### src/rtl/div_arbiter_if.sv
// Handshake and divider bundle for div_arbiter.
// slave is the arbiter's view; master is the requester/divider side.
interface div_arbiter_if;
  logic        req0;
  logic        req1;
  logic [11:0] a0;
  logic [11:0] a1;
  logic [5:0]  q0;
  logic [5:0]  q1;
  logic        ack0;
  logic        ack1;
  logic        rsp_valid;
  logic        rsp_id;
  logic [5:0]  rsp_quo;
  logic [5:0]  rsp_rem;
  logic [1:0]  rsp_err;
  logic        busy;
  logic        div_start;
  logic [11:0] div_A;
  logic [5:0]  div_Q;
  logic [5:0]  div_quo;
  logic [5:0]  div_rem;
  logic        div_done;

  modport slave (
    input  req0, req1, a0, a1, q0, q1,
    input  div_quo, div_rem, div_done,
    output ack0, ack1,
    output rsp_valid, rsp_id, rsp_quo, rsp_rem, rsp_err,
    output busy, div_start, div_A, div_Q
  );

  modport master (
    output req0, req1, a0, a1, q0, q1,
    output div_quo, div_rem, div_done,
    input  ack0, ack1,
    input  rsp_valid, rsp_id, rsp_quo, rsp_rem, rsp_err,
    input  busy, div_start, div_A, div_Q
  );
endinterface

### src/rtl/div_arbiter.sv
// Round-robin arbiter sharing one restoring divider between two
// requesters, with overflow pre-check, stale-done guard and timeout.
module div_arbiter #(
  parameter int unsigned TIMEOUT = 64
) (
  input  logic          clk,
  input  logic          rst,
  div_arbiter_if.slave  bus
);

  typedef enum logic [1:0] {
    IDLE,
    CHECK,
    WAIT,
    RESP
  } state_t;

  localparam logic [7:0] TLAST = 8'(TIMEOUT - 1);

  state_t      state, state_n;
  logic        last, last_n;
  logic        id, id_n;
  logic [11:0] cap_a, cap_a_n;
  logic [5:0]  cap_q, cap_q_n;
  logic        ack0, ack0_n;
  logic        ack1, ack1_n;
  logic        rsp_valid, rsp_valid_n;
  logic        rsp_id, rsp_id_n;
  logic [5:0]  rsp_quo, rsp_quo_n;
  logic [5:0]  rsp_rem, rsp_rem_n;
  logic [1:0]  rsp_err, rsp_err_n;
  logic        div_start, div_start_n;
  logic [7:0]  timer, timer_n;
  logic        armed, armed_n;
  logic        grant;

  assign bus.ack0      = ack0;
  assign bus.ack1      = ack1;
  assign bus.rsp_valid = rsp_valid;
  assign bus.rsp_id    = rsp_id;
  assign bus.rsp_quo   = rsp_quo;
  assign bus.rsp_rem   = rsp_rem;
  assign bus.rsp_err   = rsp_err;
  assign bus.busy      = (state != IDLE);
  assign bus.div_start = div_start;
  assign bus.div_A     = cap_a;
  assign bus.div_Q     = cap_q;

  // Next-state and registered-output logic.
  always_comb begin
    state_n     = state;
    last_n      = last;
    id_n        = id;
    cap_a_n     = cap_a;
    cap_q_n     = cap_q;
    ack0_n      = 1'b0;
    ack1_n      = 1'b0;
    rsp_valid_n = 1'b0;
    rsp_id_n    = rsp_id;
    rsp_quo_n   = rsp_quo;
    rsp_rem_n   = rsp_rem;
    rsp_err_n   = rsp_err;
    div_start_n = 1'b0;
    timer_n     = timer;
    armed_n     = armed;
    grant       = 1'b0;
    unique case (state)
      IDLE: begin
        // Both requesting: the one not granted last wins.
        if (bus.req0 && bus.req1) grant = ~last;
        else                      grant = bus.req1;
        if (bus.req0 || bus.req1) begin
          id_n    = grant;
          last_n  = grant;
          cap_a_n = grant ? bus.a1 : bus.a0;
          cap_q_n = grant ? bus.q1 : bus.q0;
          ack0_n  = ~grant;
          ack1_n  = grant;
          state_n = CHECK;
        end
      end
      CHECK: begin
        // A high half >= Q would overflow 6 bits (also Q == 0).
        if (cap_a[11:6] >= cap_q) begin
          rsp_valid_n = 1'b1;
          rsp_id_n    = id;
          rsp_quo_n   = '0;
          rsp_rem_n   = '0;
          rsp_err_n   = 2'b01;
          state_n     = RESP;
        end else begin
          div_start_n = 1'b1;
          timer_n     = '0;
          armed_n     = 1'b0;
          state_n     = WAIT;
        end
      end
      WAIT: begin
        timer_n = timer + 8'd1;
        if (!bus.div_done) armed_n = 1'b1;
        // Done only counts once seen low after start.
        if (armed && bus.div_done) begin
          rsp_valid_n = 1'b1;
          rsp_id_n    = id;
          rsp_quo_n   = bus.div_quo;
          rsp_rem_n   = bus.div_rem;
          rsp_err_n   = 2'b00;
          state_n     = RESP;
        end else if (timer == TLAST) begin
          rsp_valid_n = 1'b1;
          rsp_id_n    = id;
          rsp_quo_n   = '0;
          rsp_rem_n   = '0;
          rsp_err_n   = 2'b10;
          state_n     = RESP;
        end
      end
      RESP: begin
        state_n = IDLE;
      end
    endcase
  end

  // State and output registers; reset wins over every transition.
  always_ff @(posedge clk) begin
    if (rst) begin
      state     <= IDLE;
      last      <= 1'b1;
      id        <= 1'b0;
      cap_a     <= '0;
      cap_q     <= '0;
      ack0      <= 1'b0;
      ack1      <= 1'b0;
      rsp_valid <= 1'b0;
      rsp_id    <= 1'b0;
      rsp_quo   <= '0;
      rsp_rem   <= '0;
      rsp_err   <= '0;
      div_start <= 1'b0;
      timer     <= '0;
      armed     <= 1'b0;
    end else begin
      state     <= state_n;
      last      <= last_n;
      id        <= id_n;
      cap_a     <= cap_a_n;
      cap_q     <= cap_q_n;
      ack0      <= ack0_n;
      ack1      <= ack1_n;
      rsp_valid <= rsp_valid_n;
      rsp_id    <= rsp_id_n;
      rsp_quo   <= rsp_quo_n;
      rsp_rem   <= rsp_rem_n;
      rsp_err   <= rsp_err_n;
      div_start <= div_start_n;
      timer     <= timer_n;
      armed     <= armed_n;
    end
  end

endmodule

### src/flat_wrapper.sv
// flat-port wrapper written by rule: the top's interface ports become plain ports
module div_arbiter_flat 
#(
  parameter int unsigned TIMEOUT = 64
)
  (clk, rst, bus_req0, bus_req1, bus_a0, bus_a1, bus_q0, bus_q1, bus_div_quo, bus_div_rem, bus_div_done, bus_ack0, bus_ack1, bus_rsp_valid, bus_rsp_id, bus_rsp_quo, bus_rsp_rem, bus_rsp_err, bus_busy, bus_div_start, bus_div_A, bus_div_Q);
  div_arbiter_if bus_i ();
  input  logic clk;
  input  logic rst;
  input wire logic [$bits(bus_i.req0)-1:0] bus_req0;
  input wire logic [$bits(bus_i.req1)-1:0] bus_req1;
  input wire logic [$bits(bus_i.a0)-1:0] bus_a0;
  input wire logic [$bits(bus_i.a1)-1:0] bus_a1;
  input wire logic [$bits(bus_i.q0)-1:0] bus_q0;
  input wire logic [$bits(bus_i.q1)-1:0] bus_q1;
  input wire logic [$bits(bus_i.div_quo)-1:0] bus_div_quo;
  input wire logic [$bits(bus_i.div_rem)-1:0] bus_div_rem;
  input wire logic [$bits(bus_i.div_done)-1:0] bus_div_done;
  output wire logic [$bits(bus_i.ack0)-1:0] bus_ack0;
  output wire logic [$bits(bus_i.ack1)-1:0] bus_ack1;
  output wire logic [$bits(bus_i.rsp_valid)-1:0] bus_rsp_valid;
  output wire logic [$bits(bus_i.rsp_id)-1:0] bus_rsp_id;
  output wire logic [$bits(bus_i.rsp_quo)-1:0] bus_rsp_quo;
  output wire logic [$bits(bus_i.rsp_rem)-1:0] bus_rsp_rem;
  output wire logic [$bits(bus_i.rsp_err)-1:0] bus_rsp_err;
  output wire logic [$bits(bus_i.busy)-1:0] bus_busy;
  output wire logic [$bits(bus_i.div_start)-1:0] bus_div_start;
  output wire logic [$bits(bus_i.div_A)-1:0] bus_div_A;
  output wire logic [$bits(bus_i.div_Q)-1:0] bus_div_Q;
  assign bus_i.req0 = bus_req0;
  assign bus_i.req1 = bus_req1;
  assign bus_i.a0 = bus_a0;
  assign bus_i.a1 = bus_a1;
  assign bus_i.q0 = bus_q0;
  assign bus_i.q1 = bus_q1;
  assign bus_i.div_quo = bus_div_quo;
  assign bus_i.div_rem = bus_div_rem;
  assign bus_i.div_done = bus_div_done;
  assign bus_ack0 = bus_i.ack0;
  assign bus_ack1 = bus_i.ack1;
  assign bus_rsp_valid = bus_i.rsp_valid;
  assign bus_rsp_id = bus_i.rsp_id;
  assign bus_rsp_quo = bus_i.rsp_quo;
  assign bus_rsp_rem = bus_i.rsp_rem;
  assign bus_rsp_err = bus_i.rsp_err;
  assign bus_busy = bus_i.busy;
  assign bus_div_start = bus_i.div_start;
  assign bus_div_A = bus_i.div_A;
  assign bus_div_Q = bus_i.div_Q;
  div_arbiter #(.TIMEOUT(TIMEOUT)) u_core (.clk(clk), .rst(rst), .bus(bus_i));
endmodule
### config.mk
export PLATFORM = sky130hd
export DESIGN_NAME = div_arbiter_flat
export DESIGN_NICKNAME = d
export VERILOG_FILES = /design/src/rtl/div_arbiter_if.sv /design/src/rtl/div_arbiter.sv /design/src/flat_wrapper.sv
export SDC_FILE = /design/constraint.sdc
export NUM_CORES = 1
export LEC_CHECK = 0
export ABC_AREA = 1
export CAP_MARGIN = 40
export CELL_PAD_IN_SITES_DETAIL_PLACEMENT = 0
export CELL_PAD_IN_SITES_GLOBAL_PLACEMENT = 1
export CORE_ASPECT_RATIO = 2
export CORE_MARGIN = 2
export CORE_UTILIZATION = 25
export DETAILED_ROUTE_END_ITERATION = 16
export PLACE_DENSITY_LB_ADDON = 0.1
export SLEW_MARGIN = 5
export SYNTH_ARGS = -nofsm -noshare
export SYNTH_HDL_FRONTEND = slang
export SYNTH_SLANG_ARGS = --single-unit
export TNS_END_PERCENT = 50
### constraint.sdc
create_clock -name clk -period 1.8 [get_ports clk]
set_input_delay 0.27 -clock clk [delete_from_list [all_inputs] [get_ports clk]]
set_output_delay 0.27 -clock clk [all_outputs]
set_load 0.01 [all_outputs]
==> results.rst, run 1 <==
.. list-table::
   :header-rows: 1

   * - Metric
     - Value
   * - Result of the run
     - complete, no violations
   * - Overall overflow remaining after global route
     - 0
   * - Arr. time, crit path
     - 1880 ps
   * - Final layout net count
     - 535
   * - Commonest cells after routing, fill and taps aside
     - sky130_fd_sc_hd__clkdlybuf4s50_1, sky130_fd_sc_hd__nand2_1, sky130_fd_sc_hd__inv_1
   * - Antenna violations before repair
     - 0
   * - Root buffer cell
     - sky130_fd_sc_hd__clkbuf_16
   * - DP Wirelength
     - 5510 um
   * - Maximum clock frequency
     - 603.0 MHz
   * - Power Density
     - 1574 mW/mm^2
   * - Count of endpoints failing hold in the final timing report
     - 0
   * - H-tree lvl count
     - 2
   * - Final Critical Period
     - approximately 1700 ps
   * - Adder-cell area share of the yosys netlist
     - 4.760%
   * - Final wirelength
     - 7713 um
   * - Number of unique standard cell types used by synthesis
     - 30
   * - Net Count, Synth
     - 439
   * - Clock latency on the worst-skew pair
     - 290 ps
   * - Routed length per placed instance
     - between 10 and 15 um
   * - Average size of a mapped cell
     - 6.991 um^2
   * - X dimension of the die
     - 76.51 um
   * - Area inside the core boundary
     - 0.01034 mm^2
   * - Starting Density
     - 25.41%
   * - Final-report max-slew violation count
     - 0
   * - Crit Path Category
     - register to register
   * - Mux share of post-synthesis cell area
     - 0%
   * - Hold Path Class
     - register to register
   * - Die area
     - 0.01140 mm^2
   * - Number of fill cells in the layout
     - 1171
   * - Total Neg Setup Slack
     - 0 ps
   * - Compound-gate portion of the synthesized area
     - 13.95%
   * - DP Area
     - 0.003744 mm^2
   * - Leading cell types by total area after synthesis
     - sky130_fd_sc_hd__dfxtp_1, sky130_fd_sc_hd__nand2_1, sky130_fd_sc_hd__inv_1
   * - Register clock-pin slew on the reported worst setup and hold paths
     - 70 ps
   * - Type of destination of the critical path
     - register
   * - Commonest non-fill, non-tap cell in the layout
     - sky130_fd_sc_hd__clkdlybuf4s50_1
   * - Synthesis warning total
     - 0
   * - Clock tree from TritonCTS
     - built
   * - Simple-gate portion of the synthesized area
     - 30.03%
   * - Layout overhead on the synthesized area
     - 51.21%
   * - Highest ir drop seen on vdd
     - 673.4 uV
   * - Post-DR vias/cell
     - 4.369
   * - Number of remaining DRC errors
     - 0
   * - Slew at the pin closest to its max-slew limit
     - roughly 340 ps
   * - Area fraction of the dominant cell type after synthesis
     - approximately two fifths
   * - Proportion of layout cells with a drive suffix above 1
     - between 10% and 20%
   * - Routability Congestion
     - 0.7034
   * - Top Family by Delay on Critical Path
     - simple AND/OR/NAND/NOR gates
   * - Number of failing setup endpoints in the final timing report
     - 0
   * - Number of nets still failing antenna checks after routing
     - 0
   * - Cells along the critical path
     - inv_1, ha_1, nand2_2, inv_1, a21oi_2, nand3_4, nand3_4, nand2_1, a21oi_1
   * - Share of the yosys chip area belonging to registers
     - 38.08%
   * - Wire length of the first global-routing pass
     - about 13000 um
   * - Delay of the slowest cell on the worst path
     - 330 ps
   * - Iteration-0 DRC Markers
     - 107
   * - Overall via count from detail_route
     - 2665
   * - Gate count after technology mapping
     - 376
   * - Number of detailed-route iterations in the first pass
     - 4
   * - Number of cells on the worst reg-to-reg path
     - 9
   * - Unrepaired setup endpoints after global routing
     - yes
   * - Post-synthesis xor/xnor area fraction
     - 1.333%
   * - Number of sinks on the clock net
     - 50
   * - Buffers & Inverters on Critical Path
     - 2
   * - Count of antenna diodes in the layout
     - 0
   * - Worst clock skew on the final layout
     - 6.105 ps
   * - Reported leakage power
     - 1.633 nW
   * - Maximum fanout along the worst path
     - 8
   * - Number of placement rows
     - 53
   * - Cell area after synthesis
     - between 0.002 and 0.003 mm^2
   * - Slowest library cell on the worst path
     - sky130_fd_sc_hd__dfxtp_2
   * - Area used by multi-input combinational logic
     - 0.001376 mm^2
   * - Via count of the first global-routing pass
     - 2573
   * - Final design instance area without fill
     - 0.003975 mm^2
   * - Number of stages on the worst hold path
     - 2
   * - Combined global-route utilization of all metal layers
     - around 14%
   * - Headroom to the max-slew limit
     - 77.63%
   * - Die Height
     - 149.0 um
   * - Clk buf depth
     - 2
   * - Top-level port count
     - 91
   * - Startpoint types
     - register
   * - Smallest hold slack
     - 468.0 ps
   * - Max-capacitance violation count
     - 0
   * - Largest net degree at the start of global routing
     - 26
   * - Cell accounting for the most synthesized area
     - sky130_fd_sc_hd__dfxtp_1
   * - Num CTS Buffers
     - 5
   * - Number of flip-flops and latches in the synthesized netlist
     - 50
   * - Logic depth of the worst path, buffers included
     - 9
   * - Number of standard cells in the layout, taps in and fillers out
     - 610
   * - Data required time of the worst path
     - 2020 ps
   * - Sequential cell area
     - 0.001006 mm^2
   * - # port buffers
     - 90
   * - Main combinational cell family by area after synthesis
     - simple AND/OR/NAND/NOR gates
   * - Number of placed instances, taps included
     - 599
   * - Final Cycle Share
     - 92.13%
==> layout make-up <==
class                   instances  share of cell area (%)
clock buffers                   7                   3.588
clock inverters                 1                  0.1259
inverters                      55                   5.257
multi-input cells             252                   34.62
flip-flops and latches         50                   25.31
well taps                     137                   4.312
repair buffers                108                   26.79
==> through the flow <==
step / utilization [%] / worst slack [ps] / total power, mW
finish: 38.43 / 141.6 / 6.258
global route: 38.43 / 0.2638 / 6.879
CTS: 37.60 / 26.07 / 6.171
detailed placement: 36.19 / 35.84 / 5.157
global placement: 36.19 / 58.23 / 5.166
floorplan: - / 111.6 / 3.820
==> state kept, by name, indices dropped and copies added (netlist names), 2 cells and up <==
signal / count
u_core.bus.div_A: 12
u_core.bus.div_Q: 6
u_core.bus.rsp_err: 2
u_core.bus.rsp_quo: 6
u_core.bus.rsp_rem: 6
u_core.state: 2
u_core.timer: 8
==> worst paths after layout <==
| check | end | start | slack [ps] |
|---|---|---|---|
| setup / recovery | u_core.bus.rsp_err[0] | u_core.bus.div_Q[4] | 140 |
| hold / removal | u_core.armed | u_core.armed | 470 |
| setup reg to reg | u_core.bus.rsp_err[0] | u_core.bus.div_Q[4] | 140 |
| hold reg to reg | u_core.armed | u_core.armed | 470 |
==> worst min-delay path, stage by stage (launching register included) <==
cell and delay (ps):
sky130_fd_sc_hd__dfxtp_1 320, sky130_fd_sc_hd__a21oi_1 50, sky130_fd_sc_hd__nor2_1 70
==> metal layers <==
metal  GRT usage (%)  up-vias  share of wire (%)
met1           18.09     1202                 47
met3           2.361        6                3.9
met4           4.364        0                1.4
li1                -     1391                  -
met5               0        -                  0
met2           23.27       66                 48
==> cell usage after synthesis <==
master / instances
sky130_fd_sc_hd__o21bai_1: 10
sky130_fd_sc_hd__nor2_1: 30
sky130_fd_sc_hd__ha_1: 10
sky130_fd_sc_hd__nor2_4: 1
sky130_fd_sc_hd__nand2_4: 1
sky130_fd_sc_hd__a21oi_1: 24
sky130_fd_sc_hd__clkbuf_1: 8
sky130_fd_sc_hd__nand2_1: 83
sky130_fd_sc_hd__nand3_1: 28
sky130_fd_sc_hd__nand4_1: 13
sky130_fd_sc_hd__nand3_2: 2
sky130_fd_sc_hd__nand3_4: 1
sky130_fd_sc_hd__buf_1: 2
sky130_fd_sc_hd__a21oi_2: 2
sky130_fd_sc_hd__a31oi_1: 7
sky130_fd_sc_hd__xor2_1: 3
sky130_fd_sc_hd__dfxtp_1: 50
sky130_fd_sc_hd__inv_1: 49
sky130_fd_sc_hd__inv_2: 5
sky130_fd_sc_hd__nor3_2: 1
sky130_fd_sc_hd__o21ai_1: 1
sky130_fd_sc_hd__buf_2: 7
sky130_fd_sc_hd__buf_4: 2
sky130_fd_sc_hd__xnor2_1: 1
sky130_fd_sc_hd__inv_4: 1
sky130_fd_sc_hd__o21ai_0: 21
sky130_fd_sc_hd__nor3_1: 1
sky130_fd_sc_hd__buf_8: 1
sky130_fd_sc_hd__or2_2: 1
sky130_fd_sc_hd__nand2_2: 10
==> cell families after synthesis <==
logic type	count (synthesis)
AND/OR/NAND/NOR	172
AO/OA/AOI/OAI	65
flip-flops	50
XOR/XNOR	4
adder cells (fa/ha/maj)	10
buffers and inverters	75
==> what timing repair did <==
| item | 4_1_cts | 5_1_grt |
|---|---|---|
| gates cloned | 0 | 2 |
| pin swaps | 0 | 4 |
| setup buffers | 0 | 1 |
| gates resized for setup | 1 | 16 |
| hold buffers | 0 | 0 |
| endpoints found under the setup margin | 1 | 20 |
==> power breakdown <==
part | internal, mW | switching, mW
combinational | 1.61 | 1.98
clock | 0.553 | 0.428
sequential | 1.48 | 0.208
total | 3.64 | 2.62
No activity file was read; power rests on OpenSTA's default activity.
==> run 2, diff against run 1 <==
Settings changed: CORE_UTILIZATION 25 to 31.
==> run 2 against run 1 <==
Register-to-register slack gained 30 ps. First-iteration DRC count grew 14%. Critical path depth grew 1. Sequential power is essentially flat. Sequential share of layout area grew 0.49 points. Clock power shrank 1%. Flip-flop and latch count is the same. Count of clock-buffer cells in the layout is the same. Critical endpoint is now u_core.bus.rsp_err[1].
==> results.rst, run 2 (same netlist as run 1, synthesis figures left out) <==
.. list-table::
   :header-rows: 1

   * - Metric
     - Value
   * - Met2 routing resource usage after global routing
     - 31.89%
   * - Antenna violations before repair
     - 0
   * - Final wirelength
     - 7389 um
   * - Layout overhead on the synthesized area
     - 47.98%
   * - Combinational cell fraction of total power
     - about 57%
   * - Worst-case hold path end point
     - u_core.last
   * - DP Area
     - 0.003675 mm^2
   * - Most crowded layer after global routing
     - met2
   * - Routed length per placed instance
     - 12.99 um
   * - # port buffers
     - 90
   * - Final Critical Period
     - roughly 1600 ps
   * - Num CTS Buffers
     - 5
   * - Sw Pwr
     - between 2 and 3 mW
   * - Final-report max-slew violation count
     - 0
   * - Clock tree from TritonCTS
     - built
   * - Flip-flop count of the largest register after layout
     - 12
   * - Arr. time, crit path
     - 1810 ps
   * - Commonest cells after routing, fill and taps aside
     - sky130_fd_sc_hd__clkdlybuf4s50_1, sky130_fd_sc_hd__nand2_1, sky130_fd_sc_hd__inv_1
   * - Final Cycle Share
     - roughly 90%
   * - Critical R2R Capture
     - u_core.bus.rsp_err[1]
   * - Via count of the first global-routing pass
     - 2655
   * - Wire length of the first global-routing pass
     - 12050 um
   * - Hold Path Class
     - register to register
   * - Met3 usage
     - roughly 3.6%
   * - Maximum fanout along the worst path
     - 8
   * - Clock latency on the worst-skew pair
     - 290 ps
   * - Beginning of the critical path
     - u_core.bus.div_Q[5]
   * - Max-capacitance violation count
     - 0
   * - Highest ir drop seen on vdd
     - 674.7 uV
   * - Number of nets still failing antenna checks after routing
     - 0
   * - Routing usage on met1
     - 15.59%
   * - Count of antenna diodes in the layout
     - 0
   * - Number of fill cells in the layout
     - 870
   * - Iteration-0 DRC Markers
     - between 100 and 150
   * - Start point of the worst hold path
     - u_core.last
   * - X dimension of the die
     - 69.12 um
   * - Layout Utilization
     - a little under half
   * - Overall via count from detail_route
     - between 2000 and 3000
   * - Switching part of the total
     - approximately two fifths
   * - Startpoint types
     - register
   * - Number of cells on the worst reg-to-reg path
     - 10
   * - Die area
     - 0.009277 mm^2
   * - Sequential Power Share
     - 27.1%
   * - Number of sinks on the clock net
     - 50
   * - Headroom to the max-slew limit
     - 68.27%
   * - Number of stages on the worst hold path
     - 2
   * - Top-level port count
     - 91
   * - Data required time of the worst path
     - 1980 ps
   * - Internal power summed over all cells
     - 3.593 mW
   * - Die Height
     - around 130 um
   * - Maximum clock frequency
     - 614.6 MHz
   * - Power Density
     - 1587 mW/mm^2
   * - Count of endpoints failing hold in the final timing report
     - 0
   * - Largest net degree at the start of global routing
     - 26
   * - Proportion of layout cells with a drive suffix above 1
     - between 10% and 20%
   * - Launch point of the worst reg-to-reg path
     - u_core.bus.div_Q[5]
   * - Number of placement rows
     - 47
   * - Buffers & Inverters on Critical Path
     - 3
   * - Final design instance area without fill
     - 0.003890 mm^2
   * - Cells along the critical path
     - inv_1, ha_1, nand2_2, inv_1, a21oi_4, nand3_4, nand3_4, nand2_1, inv_1, nor2_1
   * - Top Family by Delay on Critical Path
     - simple AND/OR/NAND/NOR gates
   * - H-tree lvl count
     - 2
   * - Crit Path Category
     - register to register
   * - Root buffer cell
     - sky130_fd_sc_hd__clkbuf_16
   * - Final layout net count
     - approximately 530
   * - DP Wirelength
     - 5424 um
   * - Clock network fraction of design power
     - ~16%
   * - Number of detailed-route iterations in the first pass
     - 5
   * - Delay of the slowest cell on the worst path
     - 320 ps
   * - Worst clock skew on the final layout
     - between 4 and 5 ps
   * - Commonest non-fill, non-tap cell in the layout
     - sky130_fd_sc_hd__clkdlybuf4s50_1
   * - Register clock-pin slew on the reported worst setup and hold paths
     - 70 ps
   * - Flop2flop setup slack
     - 170 ps
   * - Combined global-route utilization of all metal layers
     - between 10% and 20%
   * - Most frequent CP cell
     - sky130_fd_sc_hd__inv_1
   * - Routability Congestion
     - 0.7943
   * - Number of remaining DRC errors
     - 0
   * - Slew at the pin closest to its max-slew limit
     - 475.5 ps
   * - Number of failing setup endpoints in the final timing report
     - 0
   * - Overall overflow remaining after global route
     - 0
   * - Reported leakage power
     - 1.621 nW
   * - Starting Density
     - a little under a third
   * - Post-DR vias/cell
     - ~4.7
   * - Type of destination of the critical path
     - register
   * - Slowest library cell on the worst path
     - sky130_fd_sc_hd__dfxtp_1
   * - Clk buf depth
     - 2
   * - Result of the run
     - complete, no violations
   * - Area inside the core boundary
     - 0.008233 mm^2
## run 2: per-stage QoR
stage	std cells	total power [mW]	hold WS (ps)	setup WS (ps)	TNS [ps]
2_1_floorplan	376	3.820	383.2	111.6	0
5_1_grt	569	6.761	495.7	-0.9022	-0.9022
3_3_place_gp	559	5.054	449.8	124.4	0
4_1_cts	567	6.082	471.8	71.43	0
3_5_place_dp	559	5.082	450.5	77.07	0
6_report	569	6.174	472.6	172.9	0
## run 2: layout make-up
| type | instances | area, um^2 | area share (%) |
|---|---|---|---|
| repair buffers | 106 | 1036 | 26.63 |
| multi-input cells | 252 | 1371 | 35.25 |
| well taps | 98 | 122.6 | 3.152 |
| clock buffers | 7 | 142.6 | 3.667 |
| flip-flops and latches | 50 | 1003 | 25.80 |
| inverters | 55 | 209.0 | 5.371 |
| clock inverters | 1 | 5.005 | 0.1287 |
## run 2: power groups by stage
stage,combinational [mW],clock [mW],sequential [mW]
final,3.53,0.969,1.67
after CTS,3.40,1.01,1.67
after detailed placement,3.39,0,1.69
after global placement,3.36,0,1.69
after floorplan,2.00,0,1.82
after global routing,3.98,1.05,1.72
## run 2: repair_timing
action | in CTS | in global routing
setup buffers | 0 | 1
pin swaps | 0 | 4
cloned | 0 | 1
endpoints found under the setup margin | 1 | 22
hold buffers | 0 | 0
resized for setup | 1 | 12
## run 2: worst register-to-register path, stage by stage, from the launching register on
cell,delay (ps)
sky130_fd_sc_hd__dfxtp_1,320
sky130_fd_sc_hd__inv_1,40
sky130_fd_sc_hd__ha_1,310
sky130_fd_sc_hd__nand2_2,90
sky130_fd_sc_hd__inv_1,60
sky130_fd_sc_hd__a21oi_4,150
sky130_fd_sc_hd__nand3_4,160
sky130_fd_sc_hd__nand3_4,210
sky130_fd_sc_hd__nand2_1,70
sky130_fd_sc_hd__inv_1,50
sky130_fd_sc_hd__nor2_1,40
## run 2: metal layers
layer | vias to the layer above | wire, um | share of wire (%)
met5 | - | 0 | 0
met4 | 0 | 117 | 1.6
met3 | 7 | 372 | 5.0
met2 | 74 | 4149 | 56
met1 | 1196 | 2750 | 37
li1 | 1391 | - | -
## run 2: how the worst max path moves through the flow
stage | end | depth (start not counted)
floorplan | u_core.armed | 9
finish | u_core.bus.rsp_err[1] | 10
global route | u_core.bus.rsp_err[1] | 10
CTS | u_core.bus.rsp_quo[0] | 10
global placement | u_core.bus.rsp_err[1] | 10
detailed placement | u_core.bus.rsp_quo[0] | 10
==> run 3, diff against run 2 <==
Settings changed: CORE_MARGIN 2 to unset, HOLD_SLACK_MARGIN set to 0.15.
==> run 3 against run 2 <==
Wire length increased by 5.1%. Via count grew 2.1%. Clock power increased by 2.2%. Sequential power hardly changed. Utilization up 0.61 points. Critical path type unchanged.
==> results.rst, run 3 (same netlist as run 1, synthesis figures left out) <==
.. list-table::
   :header-rows: 1

   * - Metric
     - Value
   * - Result of the run
     - complete, no violations
   * - Number of placed instances, taps included
     - 559
   * - Worst clock skew on the final layout
     - 6.190 ps
   * - Antenna violations before repair
     - 0
   * - Maximum clock frequency
     - 592.2 MHz
   * - Final layout net count
     - roughly 540
   * - Hold Path Class
     - register to register
   * - Wire length of the first global-routing pass
     - 12220 um
   * - Slowest library cell on the worst path
     - sky130_fd_sc_hd__dfxtp_2
   * - Register clock-pin slew on the reported worst setup and hold paths
     - 70 ps
   * - Reported leakage power
     - roughly 1.6 nW
   * - Sw Pwr
     - between 2 and 3 mW
   * - Smallest hold slack
     - roughly 460 ps
   * - Commonest non-fill, non-tap cell in the layout
     - sky130_fd_sc_hd__clkdlybuf4s50_1
   * - Area inside the core boundary
     - 0.008233 mm^2
   * - Number of standard cells in the layout, taps in and fillers out
     - 571
   * - Top Family by Delay on Critical Path
     - simple AND/OR/NAND/NOR gates
   * - Routed length per placed instance
     - 13.60 um
   * - Layout overhead on the synthesized area
     - 49.88%
   * - Final Cycle Share
     - 93.81%
   * - Final design instance area without fill
     - 0.003940 mm^2
   * - Number of remaining DRC errors
     - 0
   * - Delay of the slowest cell on the worst path
     - 330 ps
   * - Count of antenna diodes in the layout
     - 0
   * - Power Density
     - 1599 mW/mm^2
   * - Via count of the first global-routing pass
     - roughly 2600
   * - Slew at the pin closest to its max-slew limit
     - 474.5 ps
   * - Clock tree from TritonCTS
     - built
   * - Number of failing setup endpoints in the final timing report
     - 0
   * - Buffers & Inverters on Critical Path
     - 3
   * - DP Wirelength
     - between 5000 and 6000 um
   * - Count of endpoints failing hold in the final timing report
     - 0
   * - Data required time of the worst path
     - 1970 ps
   * - Sequential Power Share
     - 26.8%
   * - Final wirelength
     - 7768 um
   * - Combinational cell fraction of total power
     - 57.5%
   * - Clock network fraction of design power
     - between 15 and 20%
   * - Switching part of the total
     - 41.82%
   * - Number of sinks on the clock net
     - 50
   * - # port buffers
     - 90
   * - Routability Congestion
     - 0.7812
   * - Largest net degree at the start of global routing
     - 26
   * - Iteration-0 DRC Markers
     - between 100 and 150
   * - Arr. time, crit path
     - 1860 ps
   * - Number of nets still failing antenna checks after routing
     - 0
   * - Overall via count from detail_route
     - between 2000 and 3000
   * - Total power after layout
     - ~6.3 mW
   * - Most frequent CP cell
     - sky130_fd_sc_hd__inv_1
   * - Top-level port count
     - 91
   * - Number of placement rows
     - 47
   * - X dimension of the die
     - 67.12 um
   * - Crit Path Category
     - register to register
   * - H-tree lvl count
     - 2
   * - Cells along the critical path
     - inv_1, ha_1, nand2_2, inv_1, a21oi_2, nand3_4, buf_4, nand3_1, a21oi_1
   * - Die area
     - just under 0.009 mm^2
   * - Clock latency on the worst-skew pair
     - 290 ps
   * - Number of detailed-route iterations in the first pass
     - 4
   * - Startpoint types
     - register
   * - Num CTS Buffers
     - 5
   * - Commonest cells after routing, fill and taps aside
     - sky130_fd_sc_hd__clkdlybuf4s50_1, sky130_fd_sc_hd__nand2_1, sky130_fd_sc_hd__inv_1
   * - DP Area
     - 0.003675 mm^2
   * - Highest ir drop seen on vdd
     - ~580 uV
   * - CTS hold repair buffers
     - 0
   * - Max-capacitance violation count
     - 0
   * - Type of destination of the critical path
     - register
   * - Number of fill cells in the layout
     - 874
   * - Headroom to the max-slew limit
     - a little under 70%
   * - Final-report max-slew violation count
     - 0
   * - Overall overflow remaining after global route
     - 0
   * - Clk buf depth
     - 2
   * - Die Height
     - 132.2 um
   * - Post-DR vias/cell
     - 4.769
   * - Internal power summed over all cells
     - 3.666 mW
   * - Combined global-route utilization of all metal layers
     - 18.10%
   * - Maximum fanout along the worst path
     - 8
   * - Starting Density
     - approximately a third
   * - Proportion of layout cells with a drive suffix above 1
     - about 12%
   * - Root buffer cell
     - sky130_fd_sc_hd__clkbuf_16
   * - Final Critical Period
     - roughly 1700 ps
   * - Flip-flop count of the largest register after layout
     - 12
## run 3: per-layer routing
| layer | part of all wire [%] | vias up | GRT usage [%] |
|---|---|---|---|
| met5 | 0 | - | 0 |
| met4 | 1.6 | 0 | 6.028 |
| met3 | 4.2 | 7 | 3.720 |
| met2 | 57 | 68 | 34.22 |
| met1 | 37 | 1253 | 18.48 |
| li1 | - | 1395 | - |
## run 3: worst register-to-register path: cells and delay by family (launching register included)
family / cells / cell delay [ps]
adders and majority gates: 1 / 290
buffers and inverters: 3 / 330
and+or+nand+nor: 3 / 360
AOI/OAI and AO/OA: 2 / 270
DFF: 1 / 330
## run 3: timing repair
item                       CTS  global route
resized for setup            1            14
buffers inserted             0             2
cloned                       0             2
setup endpoints to repair    1            22
pin swaps                    0             4
hold endpoints to repair     0             0
## run 3: power groups by stage
stage,Combinational [mW],Clock (mW),Sequential (mW)
floorplan,2.00,0,1.82
global placement,3.38,0,1.70
detailed placement,3.39,0,1.70
CTS,3.40,1.02,1.69
global route,4.10,1.07,1.73
finish,3.62,0.990,1.69
## run 3: final timing paths
kind / start / cells past startpoint / slack, ps / end
hold / removal: u_core.last / 2 / 460 / u_core.last
setup / recovery: u_core.bus.div_Q[4] / 9 / 110 / u_core.timer[1]
setup reg to reg: u_core.bus.div_Q[4] / 9 / 110 / u_core.timer[1]
hold reg to reg: u_core.last / 2 / 460 / u_core.last
## run 3: cell type report
cell class / instances / area (um^2) / area share [%]
well taps: 98 / 122.6 / 3.112
inverters: 55 / 209.0 / 5.303
clock buffers: 6 / 138.9 / 3.525
clock inverters: 2 / 12.51 / 0.3176
multi-input cells: 252 / 1376 / 34.93
flip-flops and latches: 50 / 1005 / 25.50
repair buffers: 108 / 1076 / 27.31
## run 3: stage by stage
step / util, % / worst slack [ps] / TNS [ps]
floorplan: - / 111.6 / 0
global placement: 44.64 / 104.1 / 0
detailed placement: 44.64 / 54.89 / 0
CTS: 46.46 / 42.89 / 0
global route: 47.86 / -34.77 / -124.3
finish: 47.86 / 111.4 / 0
